--- config.mk ---
export PLATFORM = sky130hd
export DESIGN_NAME = mem_port_arbiter
export DESIGN_NICKNAME = d
export VERILOG_FILES = /design/src/rtl/mem_port_arbiter.sv
export SDC_FILE = /design/constraint.sdc
export NUM_CORES = 1
export LEC_CHECK = 0
export CAP_MARGIN = 10
export CORE_MARGIN = 5
export CORE_UTILIZATION = 45
export CTS_BUF_LIST = sky130_fd_sc_hd__clkbuf_2
export CTS_CLUSTER_SIZE = 25
export DETAILED_ROUTE_END_ITERATION = 10
export HOLD_SLACK_MARGIN = 0.08
export PLACE_DENSITY = 0.88
export SKIP_LAST_GASP = 1
export SYNTH_ARGS = -nofsm -noshare
export SYNTH_HDL_FRONTEND = slang
export SYNTH_SLANG_ARGS = --single-unit
--- constraint.sdc ---
create_clock -name clk -period 3.17 [get_ports clk]
set_input_delay 0.4755 -clock clk [delete_from_list [all_inputs] [get_ports clk]]
set_output_delay 0.4755 -clock clk [all_outputs]
set_load 0.01 [all_outputs]
--- src/rtl/mem_port_arbiter.sv ---
// mem_port_arbiter: shares one memory port between instruction fetch (I) and data load/store (D),
// one transaction in flight, variable-latency ack, timeout abort. Optional macro ARB_ROUND_ROBIN_EN.
module mem_port_arbiter #(
    parameter int ADDR_WIDTH = 32,
    parameter int DATA_WIDTH = 32,
    parameter int TIMEOUT    = 16
) (
    input  logic                  clk,
    input  logic                  reset,
    input  logic                  i_req,
    input  logic [ADDR_WIDTH-1:0] i_addr,
    output logic                  i_gnt,
    output logic                  i_done,
    output logic [DATA_WIDTH-1:0] i_rdata,
    output logic                  i_err,
    input  logic                  d_req,
    input  logic [ADDR_WIDTH-1:0] d_addr,
    input  logic                  d_we,
    input  logic [DATA_WIDTH-1:0] d_wdata,
    output logic                  d_gnt,
    output logic                  d_done,
    output logic [DATA_WIDTH-1:0] d_rdata,
    output logic                  d_err,
    output logic                  mem_req,
    output logic [ADDR_WIDTH-1:0] mem_addr,
    output logic                  mem_we,
    output logic [DATA_WIDTH-1:0] mem_wdata,
    input  logic                  mem_ack,
    input  logic [DATA_WIDTH-1:0] mem_rdata
);

    typedef enum logic [1:0] {
        ST_IDLE   = 2'd0,
        ST_BUSY_I = 2'd1,
        ST_BUSY_D = 2'd2
    } state_t;

    localparam logic       TO_EN   = (TIMEOUT != 0);
    localparam logic [7:0] TO_LAST = 8'(TIMEOUT - 1);

    state_t                r_state;
    state_t                w_state_nxt;
    logic [7:0]            r_cnt;
    logic                  r_mem_req;
    logic [ADDR_WIDTH-1:0] r_mem_addr;
    logic                  r_mem_we;
    logic [DATA_WIDTH-1:0] r_mem_wdata;
    logic                  r_i_gnt;
    logic                  r_i_done;
    logic [DATA_WIDTH-1:0] r_i_rdata;
    logic                  r_i_err;
    logic                  r_d_gnt;
    logic                  r_d_done;
    logic [DATA_WIDTH-1:0] r_d_rdata;
    logic                  r_d_err;

    logic                  w_take_d;
    logic                  w_take_i;
    logic                  w_tie_d;
    logic                  w_ack;
    logic                  w_abort;
    logic                  w_end;
    logic                  w_i_end;
    logic                  w_d_end;
    logic [DATA_WIDTH-1:0] w_rdata_ret;

`ifdef ARB_ROUND_ROBIN_EN
    // Remembers which side won the last grant; a tie goes to the other side.
    logic r_last_d;

    always_ff @(posedge clk) begin
        if (reset) begin
            r_last_d <= 1'b0;
        end else if (w_take_d) begin
            r_last_d <= 1'b1;
        end else if (w_take_i) begin
            r_last_d <= 1'b0;
        end
    end

    assign w_tie_d = ~r_last_d;
`else
    assign w_tie_d = 1'b1;
`endif

    always_comb begin
        // NOTE: every signal gets a default before the case so no path infers a latch.
        w_state_nxt = r_state;
        w_take_d    = 1'b0;
        w_take_i    = 1'b0;
        w_ack       = 1'b0;
        w_abort     = 1'b0;
        case (r_state)
            ST_IDLE: begin
                if (d_req && (!i_req || w_tie_d)) begin
                    w_take_d    = 1'b1;
                    w_state_nxt = ST_BUSY_D;
                end else if (i_req) begin
                    w_take_i    = 1'b1;
                    w_state_nxt = ST_BUSY_I;
                end
            end
            ST_BUSY_I, ST_BUSY_D: begin
                // An ack on the timeout boundary cycle completes normally.
                w_ack   = mem_ack;
                w_abort = TO_EN && !mem_ack && (r_cnt == TO_LAST);
                if (w_ack || w_abort) begin
                    w_state_nxt = ST_IDLE;
                end
            end
            default: w_state_nxt = ST_IDLE;
        endcase
    end

    assign w_end       = w_ack | w_abort;
    assign w_i_end     = w_end && (r_state == ST_BUSY_I);
    assign w_d_end     = w_end && (r_state == ST_BUSY_D);
    assign w_rdata_ret = (w_ack && !r_mem_we) ? mem_rdata : '0;

    always_ff @(posedge clk) begin
        // NOTE: sequential state uses non-blocking assignments so every register samples pre-edge values.
        if (reset) begin
            r_state <= ST_IDLE;
        end else begin
            r_state <= w_state_nxt;
        end
    end

    always_ff @(posedge clk) begin
        if (reset) begin
            r_mem_req   <= 1'b0;
            r_mem_addr  <= '0;
            r_mem_we    <= 1'b0;
            r_mem_wdata <= '0;
            r_cnt       <= '0;
        end else if (w_take_d) begin
            r_mem_req   <= 1'b1;
            r_mem_addr  <= d_addr;
            r_mem_we    <= d_we;
            r_mem_wdata <= d_wdata;
            r_cnt       <= '0;
        end else if (w_take_i) begin
            r_mem_req   <= 1'b1;
            r_mem_addr  <= i_addr;
            r_mem_we    <= 1'b0;
            r_mem_wdata <= '0;
            r_cnt       <= '0;
        end else if (w_end) begin
            r_mem_req   <= 1'b0;
        end else if (r_state != ST_IDLE) begin
            r_cnt       <= r_cnt + 8'd1;
        end
    end

    // Grant and done are single-cycle pulses; rdata/err hold until the next done on that side.
    always_ff @(posedge clk) begin
        if (reset) begin
            r_i_gnt   <= 1'b0;
            r_i_done  <= 1'b0;
            r_i_rdata <= '0;
            r_i_err   <= 1'b0;
            r_d_gnt   <= 1'b0;
            r_d_done  <= 1'b0;
            r_d_rdata <= '0;
            r_d_err   <= 1'b0;
        end else begin
            r_i_gnt  <= w_take_i;
            r_d_gnt  <= w_take_d;
            r_i_done <= w_i_end;
            r_d_done <= w_d_end;
            if (w_i_end) begin
                r_i_rdata <= w_rdata_ret;
                r_i_err   <= w_abort;
            end
            if (w_d_end) begin
                r_d_rdata <= w_rdata_ret;
                r_d_err   <= w_abort;
            end
        end
    end

    a_one_gnt: assert property (@(posedge clk) disable iff (reset) !(r_i_gnt && r_d_gnt));
    a_one_done: assert property (@(posedge clk) disable iff (reset) !(r_i_done && r_d_done));

    assign i_gnt     = r_i_gnt;
    assign i_done    = r_i_done;
    assign i_rdata   = r_i_rdata;
    assign i_err     = r_i_err;
    assign d_gnt     = r_d_gnt;
    assign d_done    = r_d_done;
    assign d_rdata   = r_d_rdata;
    assign d_err     = r_d_err;
    assign mem_req   = r_mem_req;
    assign mem_addr  = r_mem_addr;
    assign mem_we    = r_mem_we;
    assign mem_wdata = r_mem_wdata;

endmodule
==> summary.md, run 1 <==
| Metric | Value |
|---|---|
| Sequential share of power | 49.4% |
| RR Startpoint | r_state[0] |
| Main synth FF type | dfxtp_1 |
| Synth cell count leaders | dfxtp_1, nand2_1, mux2i_1 |
| ANT cells | 0 |
| Ports | 270 |
| Share of layout cells above drive strength 1 | 5.80% |
| Total iterations of the first detailed-routing run | 5 |
| P_sw | 1150 uW |
| Worst hold path class | primary input to flip-flop |
| Crit start category | flip-flop |
| Asr flop ratio synth | 0% |
| Synth Cell Area | 0.00553 mm2 |
| Htree depth | 4 |
| R2R Setup Slk | 0.92 ns |
| Combinational Power Share | 21.8% |
| GRT Residual Overflow | 0 |
| Post-synth EDFFs | 0 |
| Cell Rows | 40 |
| Worst Path Required | 3.75 ns |
| Fill cells | 878 |
| Final setup skew | 0.0242 ns |
| Final Cycle Share | 71.1% |
| Crit Path Category | flip-flop to flip-flop |
| Hold_buf cts | 0 |
| Capturing point of the worst reg2reg path | i_err |
| DRC | 0 |
| Clock root buffer | clkbuf_2 |
| Synth area leaders | dfxtp_1, mux2i_1, nand2_1 |
| Tot GR Track Use | 23.5% |
| Mapped Nets | 716 |
| Critical Path Sink | i_err |
| Slew margin rel. | 56.8% |
| Clock power frac | 28.9% |
| Total of max-cap violations | 0 |
| Avg Cell Area, Syn | 9.57 um2 |
| Leak pwr | 0.00359 uW |
| PD cells | 475 mW/mm2 |
| Per-cell routed wire length | 17.7 um |
| Starting Density | 46.0% |
| Most numerous cell in the Yosys netlist | dfxtp_1 |
| TritonCTS buffer count | 17 |
| Worst-margin pin slew | 0.648 ns |
| Routability-driven placement congestion ratio | 0.870 |
| Top cell type's share of synthesized area | 52.9% |
| Worst vdd ir | 0.290 mV |
| Hpwl dp | 13500 um |
| Seq/Total Area, Yosys | 52.9% |
| CP endpoint kind | flip-flop |
| RSZ-0062 raised after global routing | no |
| Slowest cell on the critical path | dfxtp_1 |
| Core Area | 0.0120 mm2 |
| Reg2reg path depth | 6 |
| Post-CTS setup buffers | 0 |
| Post-cts sizing count | 0 |
| Setup violations, final | 0 |
| Antenna violations before repair | 0 |
| Final Util | 71.6% |
| CTS tree | built |
| Yosys Warn Count | 0 |
| DR vias | 5267 |
| Syn-to-layout area delta | 55.5% |
| Routed Antenna Nets | 0 |
| Slowest stage delay, CP | 0.40 ns |
| CP Cell Sequence | inv_1 -> ha_1 -> nand4_1 -> o21ai_4 -> nand2_4 -> a32o_1 |
| Sw Ratio | 28.1% |
| Clk Latency, worst-skew pair | 0.66 ns |
| Internal power | 2930 uW |
| PortBufs | 269 |
| Synth cell types | 35 |
| TNS Setup | 0 ns |
| Final Hold Vio Count | 0 |
| First-pass GRT wire length | 27300 um |
| Synth area leader | dfxtp_1 |
| Final min period | 2.25 ns |
| Status | finished, final reports clean |
| Clk sink count | 146 |
| Crit path launch | r_state[0] |
| Initial DRC Count | 359 |
| Vias in the first global route | 5382 |
| FF+latch count, synth | 146 |
| CP arrival | 2.83 ns |
| WL final | 17600 um |
| Die area | 0.0146 mm2 |
| Clock tree buffer depth | 2 |
| Post-Synthesis Cells | 578 |
| CP Max Fanout | 34 |
| Avg Vias per Cell | 5.31 |
| Layout Nets | 970 |
| Clock transition at path regs | 0.21 ns |
| Peak Freq | 444 MHz |
| Largest net degree at the start of global routing | 68 |
| Height of the die | 121 um |
| Pins Over Slew Limit | 0 |
| Overall die width | 121 um |
[sequential cells by signal (all words and copies together), names as in the netlist]
| register | flops |
|---|---|
| d_done | 1 |
| d_err | 1 |
| d_gnt | 1 |
| d_rdata | 32 |
| i_done | 1 |
| i_err | 1 |
| i_gnt | 1 |
| i_rdata | 32 |
| mem_addr | 32 |
| mem_req | 1 |
| mem_wdata | 32 |
| mem_we | 1 |
| r_cnt | 8 |
| r_state | 2 |
[routing by layer]
layer	up-vias	wire length (um)	track usage, %
li1	2531	-	-
met1	2484	6450	24.9
met2	229	9070	42.5
met3	23	1690	9.21
met4	0	373	7.72
met5	-	0	0
[logic make-up (layout without fill, tap and decap cells)]
group | after synthesis | after routing | share of synthesized area, %
compound gates | 84 | 84 | 12.7
xor+xnor | 5 | 5 | 0.792
fa+ha+maj | 4 | 4 | 0.905
buf+inv | 48 | 315 | 3.62
flops | 146 | 146 | 52.9
mux | 65 | 65 | 11.8
simple gates | 226 | 226 | 17.3
[how the worst min path moves through the flow]
stage | from | to | slack, ns | cells after the start
floorplan | r_cnt[4] | r_cnt[4] | 0.46 | 2
global placement | i_rdata[4] | i_rdata[4] | 0.44 | 2
detailed placement | i_rdata[30] | i_rdata[30] | 0.46 | 2
CTS | i_addr[2] | mem_addr[2] | 0.29 | 3
global route | i_addr[4] | mem_addr[4] | 0.26 | 3
finish | i_addr[29] | mem_addr[29] | 0.35 | 3
[power groups by stage]
stage          Combinational [uW]  Clock, uW  Sequential [uW]
2_1_floorplan                 347          0             2090
3_3_place_gp                  867          0             2050
3_5_place_dp                  893          0             2050
4_1_cts                       898       1200             2010
5_1_grt                       959       1280             2030
6_report                      889       1180             2010
[metrics by stage]
step / total power (uW) / worst slack (ns) / cell area (um2) / hold WS, ns / std cells
after floorplan: 2440 / 1.42 / 5530 / 0.461 / 578
after global placement: 2910 / 0.851 / 8320 / 0.444 / 960
after detailed placement: 2940 / 0.743 / 8320 / 0.457 / 960
after CTS: 4110 / 0.895 / 8600 / 0.290 / 992
after global routing: 4270 / 0.780 / 8600 / 0.257 / 992
final: 4080 / 0.915 / 8600 / 0.353 / 992
[area by class of cell]
type	instances	area [um2]	share of cell area, %
inverter	4	15.0	0.175
multi-input combinational	384	2420	28.1
tap	147	184	2.14
clock inverter	14	188	2.18
clock buffer	18	90.1	1.05
timing repair buffer	279	2780	32.3
sequential	146	2920	34.0
[worst max-delay path, delay by kind of cell, from the launching register on]
family	cells	cell delay (ns)
flops	1	0.40
buf+inv	1	0.07
simple gates	2	0.63
fa+ha+maj	1	0.39
compound gates	2	0.69
[cell usage in the layout, fill, tap and decap left out, types with 5 or more instances in the layout]
cell / Yosys / routed
a22o_1: 33 / 33
a311oi_1: 32 / 32
buf_4: 4 / 9
clkbuf_2: 0 / 18
clkdlybuf4s50_1: 0 / 269
clkinvlp_4: 0 / 5
dfxtp_1: 146 / 146
mux2i_1: 65 / 65
nand2_1: 133 / 133
nand3_1: 33 / 33
nor2_1: 43 / 41
o21ai_0: 6 / 6
Note: power is estimated with default switching activity, not from simulation.
==> run 2: changes to the inputs <==
CORE_UTILIZATION = 42   (was 45)
PLACE_DENSITY = 0.83   (was 0.88)
clock period = 2.2 ns   (was 3.17 ns; I/O delays follow)
==> run 2 against run 1 <==
Sequential power grew 44%. Final cell count increased by 3.4%. Die area up 6.5%. Sequential share of layout area down 0.11 points. Via count is 0.25% higher. Largest power group unchanged. Highest routed layer unchanged.
==> summary.md, run 2 (synthesis results as in run 1) <==
| Metric | Value |
|---|---|
| Status | finished, final reports clean |
| Height of the die | 125 um |
| Antenna violations before repair | 0 |
| Final min period | 2.03 ns |
| CP endpoint kind | flip-flop |
| PD cells | 638 mW/mm2 |
| Clk sink count | 146 |
| Clock transition at path regs | 0.21 ns |
| RSZ-0062 raised after global routing | no |
| Layout Nets | 977 |
| Final worst slack | 0.169 ns |
| PortBufs | 269 |
| Setup violations, final | 0 |
| Final Cycle Share | 92.3% |
| Peak Freq | 492 MHz |
| CP Cell Sequence | inv_1 -> ha_1 -> nand4_1 -> o21ai_4 -> nand2_4 -> buf_12 -> mux2i_1 |
| Clock root buffer | clkbuf_2 |
| Hold Slack | 0.220 ns |
| CP arrival | 2.60 ns |
| WL final | 17600 um |
| Worst Path Buf+Inv | 2 |
| Crit start category | flip-flop |
| TNS Setup | 0 ns |
| Cell family with most CP delay | simple AND/OR/NAND/NOR gates |
| Worst Path Required | 2.77 ns |
| Per-cell routed wire length | 17.1 um |
| Syn-to-layout area delta | 56.0% |
| Leak pwr | 0.00361 uW |
| Most frequent cells in the layout | clkdlybuf4s50_1, dfxtp_1, nand2_1, mux2i_1, nor2_1 |
| Die area | 0.0156 mm2 |
| TritonCTS buffer count | 17 |
| Total of max-cap violations | 0 |
| Crit Path Category | flip-flop to flip-flop |
| Slowest stage delay, CP | 0.39 ns |
| Fill cells | 1005 |
| ANT cells | 0 |
| Avg Vias per Cell | 5.15 |
| CTS tree | built |
| Final Hold Vio Count | 0 |
| Commonest non-fill, non-tap cell in the layout | clkdlybuf4s50_1 |
| Share of layout cells above drive strength 1 | 6.24% |
| Worst-margin pin slew | 0.532 ns |
| CP Max Fanout | 22 |
| Largest net degree at the start of global routing | 60 |
| Clock tree buffer depth | 2 |
| DR vias | 5280 |
| Pins Over Slew Limit | 0 |
| Vias in the first global route | 5319 |
| Starting Density | 42.3% |
| Core Area | 0.0131 mm2 |
| Slew margin rel. | 64.2% |
| Cell Rows | 42 |
| Tot GR Track Use | 21.7% |
| DRC | 0 |
| Hpwl dp | 13400 um |
| Worst hold path class | primary input to flip-flop |
| Htree depth | 4 |
| Slowest cell on the critical path | dfxtp_1 |
| Initial DRC Count | 348 |
| Routed Antenna Nets | 0 |
| Worst vdd ir | 0.361 mV |
| First-pass GRT wire length | 27600 um |
| Clk Latency, worst-skew pair | 0.65 ns |
| Final Util | 65.9% |
| Overall die width | 125 um |
| Routability-driven placement congestion ratio | 0.883 |
| GRT Residual Overflow | 0 |
| Placed Cells | 995 |
| DP Worst Slack | 0.203 ns |
| Total iterations of the first detailed-routing run | 5 |
| Non-Filler Instances | 1026 |
| Final setup skew | 0.0348 ns |
| Ports | 270 |
==> run 2: through the flow <==
stage                     instance area [um2]  total power [uW]
after floorplan                          5530              3520
after global placement                   8430              4230
after detailed placement                 8430              4260
after CTS                                8630              5550
after global routing                     8630              5820
final                                    8630              5500
==> run 2: path summary, 6_finish.rpt <==
path / startpoint / end / slack [ns] / depth (start not counted)
max: r_state[0] / d_rdata[0] / 0.17 / 7
min: i_addr[8] / mem_addr[8] / 0.22 / 3
max reg2reg: r_state[0] / d_rdata[0] / 0.17 / 7
min reg2reg: d_rdata[4] / d_rdata[4] / 0.48 / 2
==> run 2: area by class of cell <==
class / count / area, um2 / share of cell area (%)
Sequential cell: 146 / 2920 / 33.9
Timing Repair Buffer: 286 / 2870 / 33.2
Multi-Input combinational cell: 384 / 2420 / 28.0
Tap cell: 176 / 220 / 2.55
Clock inverter: 12 / 92.6 / 1.07
Clock buffer: 18 / 90.1 / 1.04
Inverter: 4 / 15.0 / 0.174
==> run 2: what timing repair did <==
item / 4_1_cts / 5_1_grt
gates resized for setup: 0 / 0
hold endpoints to repair: 7 / 0
buffers inserted: 0 / 0
hold buffers: 1 / 0
==> run 2: layer usage <==
layer	wire length [um]	vias up	track usage [%]
li1	-	2546	-
met1	6790	2425	24.5
met2	8510	268	36.5
met3	1730	41	8.66
met4	534	0	8.83
met5	0	-	0
==> run 2: where the power goes <==
group	total, uW	switching, uW	internal, uW
clock	1300	915	381
combinational	1300	613	691
sequential	2900	92.5	2810
==> run 2: worst reg2reg max path, cell delays in order (launching register included) <==
cell     delay [ns]
dfxtp_1        0.39
inv_1          0.07
ha_1           0.37
nand4_1        0.25
o21ai_4        0.30
nand2_4        0.20
buf_12         0.23
mux2i_1        0.17
==> run 3: changes to the inputs <==
clock period = 1.9 ns   (was 2.2 ns; I/O delays follow)
==> run 3 against run 2 <==
Setup slack worse by 0.055 ns. Largest cell class is now buffers. Total power rose by 21%. Clock skew decreased by 0.012 ns. Hold slack got worse by 0.042 ns.
==> summary.md, run 3 (synthesis results as in run 1) <==
| Metric | Value |
|---|---|
| Status | finished, final reports clean |
| Clock power frac | 26.9% |
| CP endpoint kind | flip-flop |
| Sw Ratio | 28.6% |
| Worst Path Required | 2.52 ns |
| Syn-to-layout area delta | 63.2% |
| Internal power | 4760 uW |
| Most frequent cells in the layout | dlygate4sd2_1, nand2_1, clkdlybuf4s50_1, dfxtp_1, mux2i_1 |
| Avg Vias per Cell | 5.20 |
| TritonCTS buffer count | 17 |
| Largest net degree at the start of global routing | 68 |
| Crit Path Category | flip-flop to flip-flop |
| First-pass GRT wire length | 29500 um |
| RR Startpoint | r_state[1] |
| CP Max Fanout | 22 |
| Routability-driven placement congestion ratio | 0.835 |
| Htree depth | 4 |
| Per-cell routed wire length | 17.1 um |
| Clk Latency, worst-skew pair | 0.68 ns |
| Leak pwr | 0.00442 uW |
| CP Depth | 7 |
| Setup violations, final | 0 |
| TNS Setup | 0 ns |
| Layout Nets | 1014 |
| Initial DRC Count | 261 |
| CTS tree | built |
| Reg2reg path depth | 7 |
| Slew margin rel. | 66.1% |
| Hpwl dp | 13000 um |
| Routed Antenna Nets | 0 |
| Commonest non-fill, non-tap cell in the layout | dlygate4sd2_1 |
| Antenna violations before repair | 0 |
| RSZ-0062 raised after global routing | no |
| Core Area | 0.0131 mm2 |
| Final setup skew | 0.0228 ns |
| Peak Freq | 560 MHz |
| Total iterations of the first detailed-routing run | 6 |
| PortBufs | 269 |
| Met2 wire len | 9260 um |
| Non-Filler Instances | 1064 |
| Final Hold Vio Count | 0 |
| P_sw | 1910 uW |
| Height of the die | 125 um |
| Worst Path Buf+Inv | 2 |
| Tot GR Track Use | 23.1% |
| WL final | 18200 um |
| Final min period | 1.79 ns |
| Total of max-cap violations | 0 |
| CP arrival | 2.41 ns |
| R2R Setup Slk | 0.11 ns |
| Ports | 270 |
| Capturing point of the worst reg2reg path | i_rdata[23] |
| DR WL met3 | 1660 um |
| Routed met1 length | 6690 um |
| Fill cells | 1019 |
| Cell family with most CP delay | flip-flops |
| Placed Cells | 997 |
| Cell Rows | 42 |
| Clock transition at path regs | 0.20 ns |
| Slowest cell on the critical path | dfxtp_2 |
| Worst vdd ir | 0.454 mV |
| Starting Density | 42.3% |
| Combinational Power Share | 22.7% |
| Vias in the first global route | 5719 |
| Top Metal Used | met4 |
| Worst hold path class | primary input to flip-flop |
| ANT cells | 0 |
| Final Cycle Share | 94.0% |
| WHS Path Cells | 3 |
| Hold Crit Endpoint | d_rdata[20] |
| Sequential share of power | 50.4% |
| DRC | 0 |
| Share of layout cells above drive strength 1 | 12.7% |
| Clock root buffer | clkbuf_2 |
| Overall die width | 125 um |
| DR vias | 5529 |
| Crit start category | flip-flop |
| Clk sink count | 146 |
| Worst-margin pin slew | 0.504 ns |
| PD cells | 739 mW/mm2 |
| CP Cell Sequence | inv_1 -> ha_4 -> nand4_1 -> o21ai_4 -> nand2_4 -> buf_12 -> mux2i_1 |
| Pins Over Slew Limit | 0 |
| Clock tree buffer depth | 2 |
| GRT Residual Overflow | 0 |
| Critical hold path startpoint | mem_rdata[20] |
| Slowest stage delay, CP | 0.39 ns |
| Die area | 0.0156 mm2 |
[run 3: how the worst max path moves through the flow]
stage	startpoint	to	slack (ns)
finish	r_state[1]	i_rdata[23]	0.11
global route	r_state[1]	i_rdata[23]	0.004
CTS	r_state[1]	d_rdata[26]	0.01
detailed placement	r_state[1]	i_rdata[15]	0.01
global placement	r_state[1]	i_rdata[26]	0.12
floorplan	r_state[0]	d_rdata[22]	0.15
[run 3: metrics by stage]
stage | util (%) | hold WS (ns) | instance area, um2 | total power [uW] | worst slack (ns)
finish | 69.0 | 0.177 | 9020 | 6670 | 0.114
global route | 69.0 | 0.0896 | 9020 | 7010 | 0.00426
CTS | 68.8 | 0.0807 | 9000 | 6710 | 0.0112
detailed placement | 65.1 | 0.455 | 8520 | 4960 | 0.0136
global placement | 65.1 | 0.444 | 8520 | 4920 | 0.124
floorplan | - | 0.411 | 5530 | 4070 | 0.147
[run 3: metal layers]
layer | vias to the layer above | GRT usage (%)
li1 | 2623 | -
met1 | 2608 | 23.8
met2 | 255 | 41.0
met3 | 43 | 9.05
met4 | 0 | 11.1
met5 | - | 0
[run 3: what timing repair did]
item / in CTS / in global routing
gates resized for setup: 186 / 5
endpoints found under the hold margin: 42 / 0
setup endpoints to repair: 140 / 79
buffers inserted: 3 / 1
pin swaps: 2 / 2
hold buffers: 32 / 0
[run 3: area by class of cell]
class	instances	area, um2	share of cell area (%)
sequential	146	2990	33.1
timing repair buffer	323	3130	34.7
multi-input combinational	384	2430	27.0
clock buffer	20	100	1.11
tap	176	220	2.44
inverter	4	15.0	0.166
clock inverter	11	139	1.54
[run 3: power groups by stage]
stage          Clock, uW  Combinational [uW]  Sequential, uW
6_report            1800                1510            3360
5_1_grt             1980                1640            3390
4_1_cts             1860                1490            3360
3_5_place_dp           0                1540            3420
3_3_place_gp           0                1510            3410
2_1_floorplan          0                 580            3490
[run 3: worst min-delay path, delay by kind of cell]
kind,cells,cell delay (ns)
multiplexers,1,0.06
AND/OR/NAND/NOR,1,0.09
buffers and inverters,1,0.40
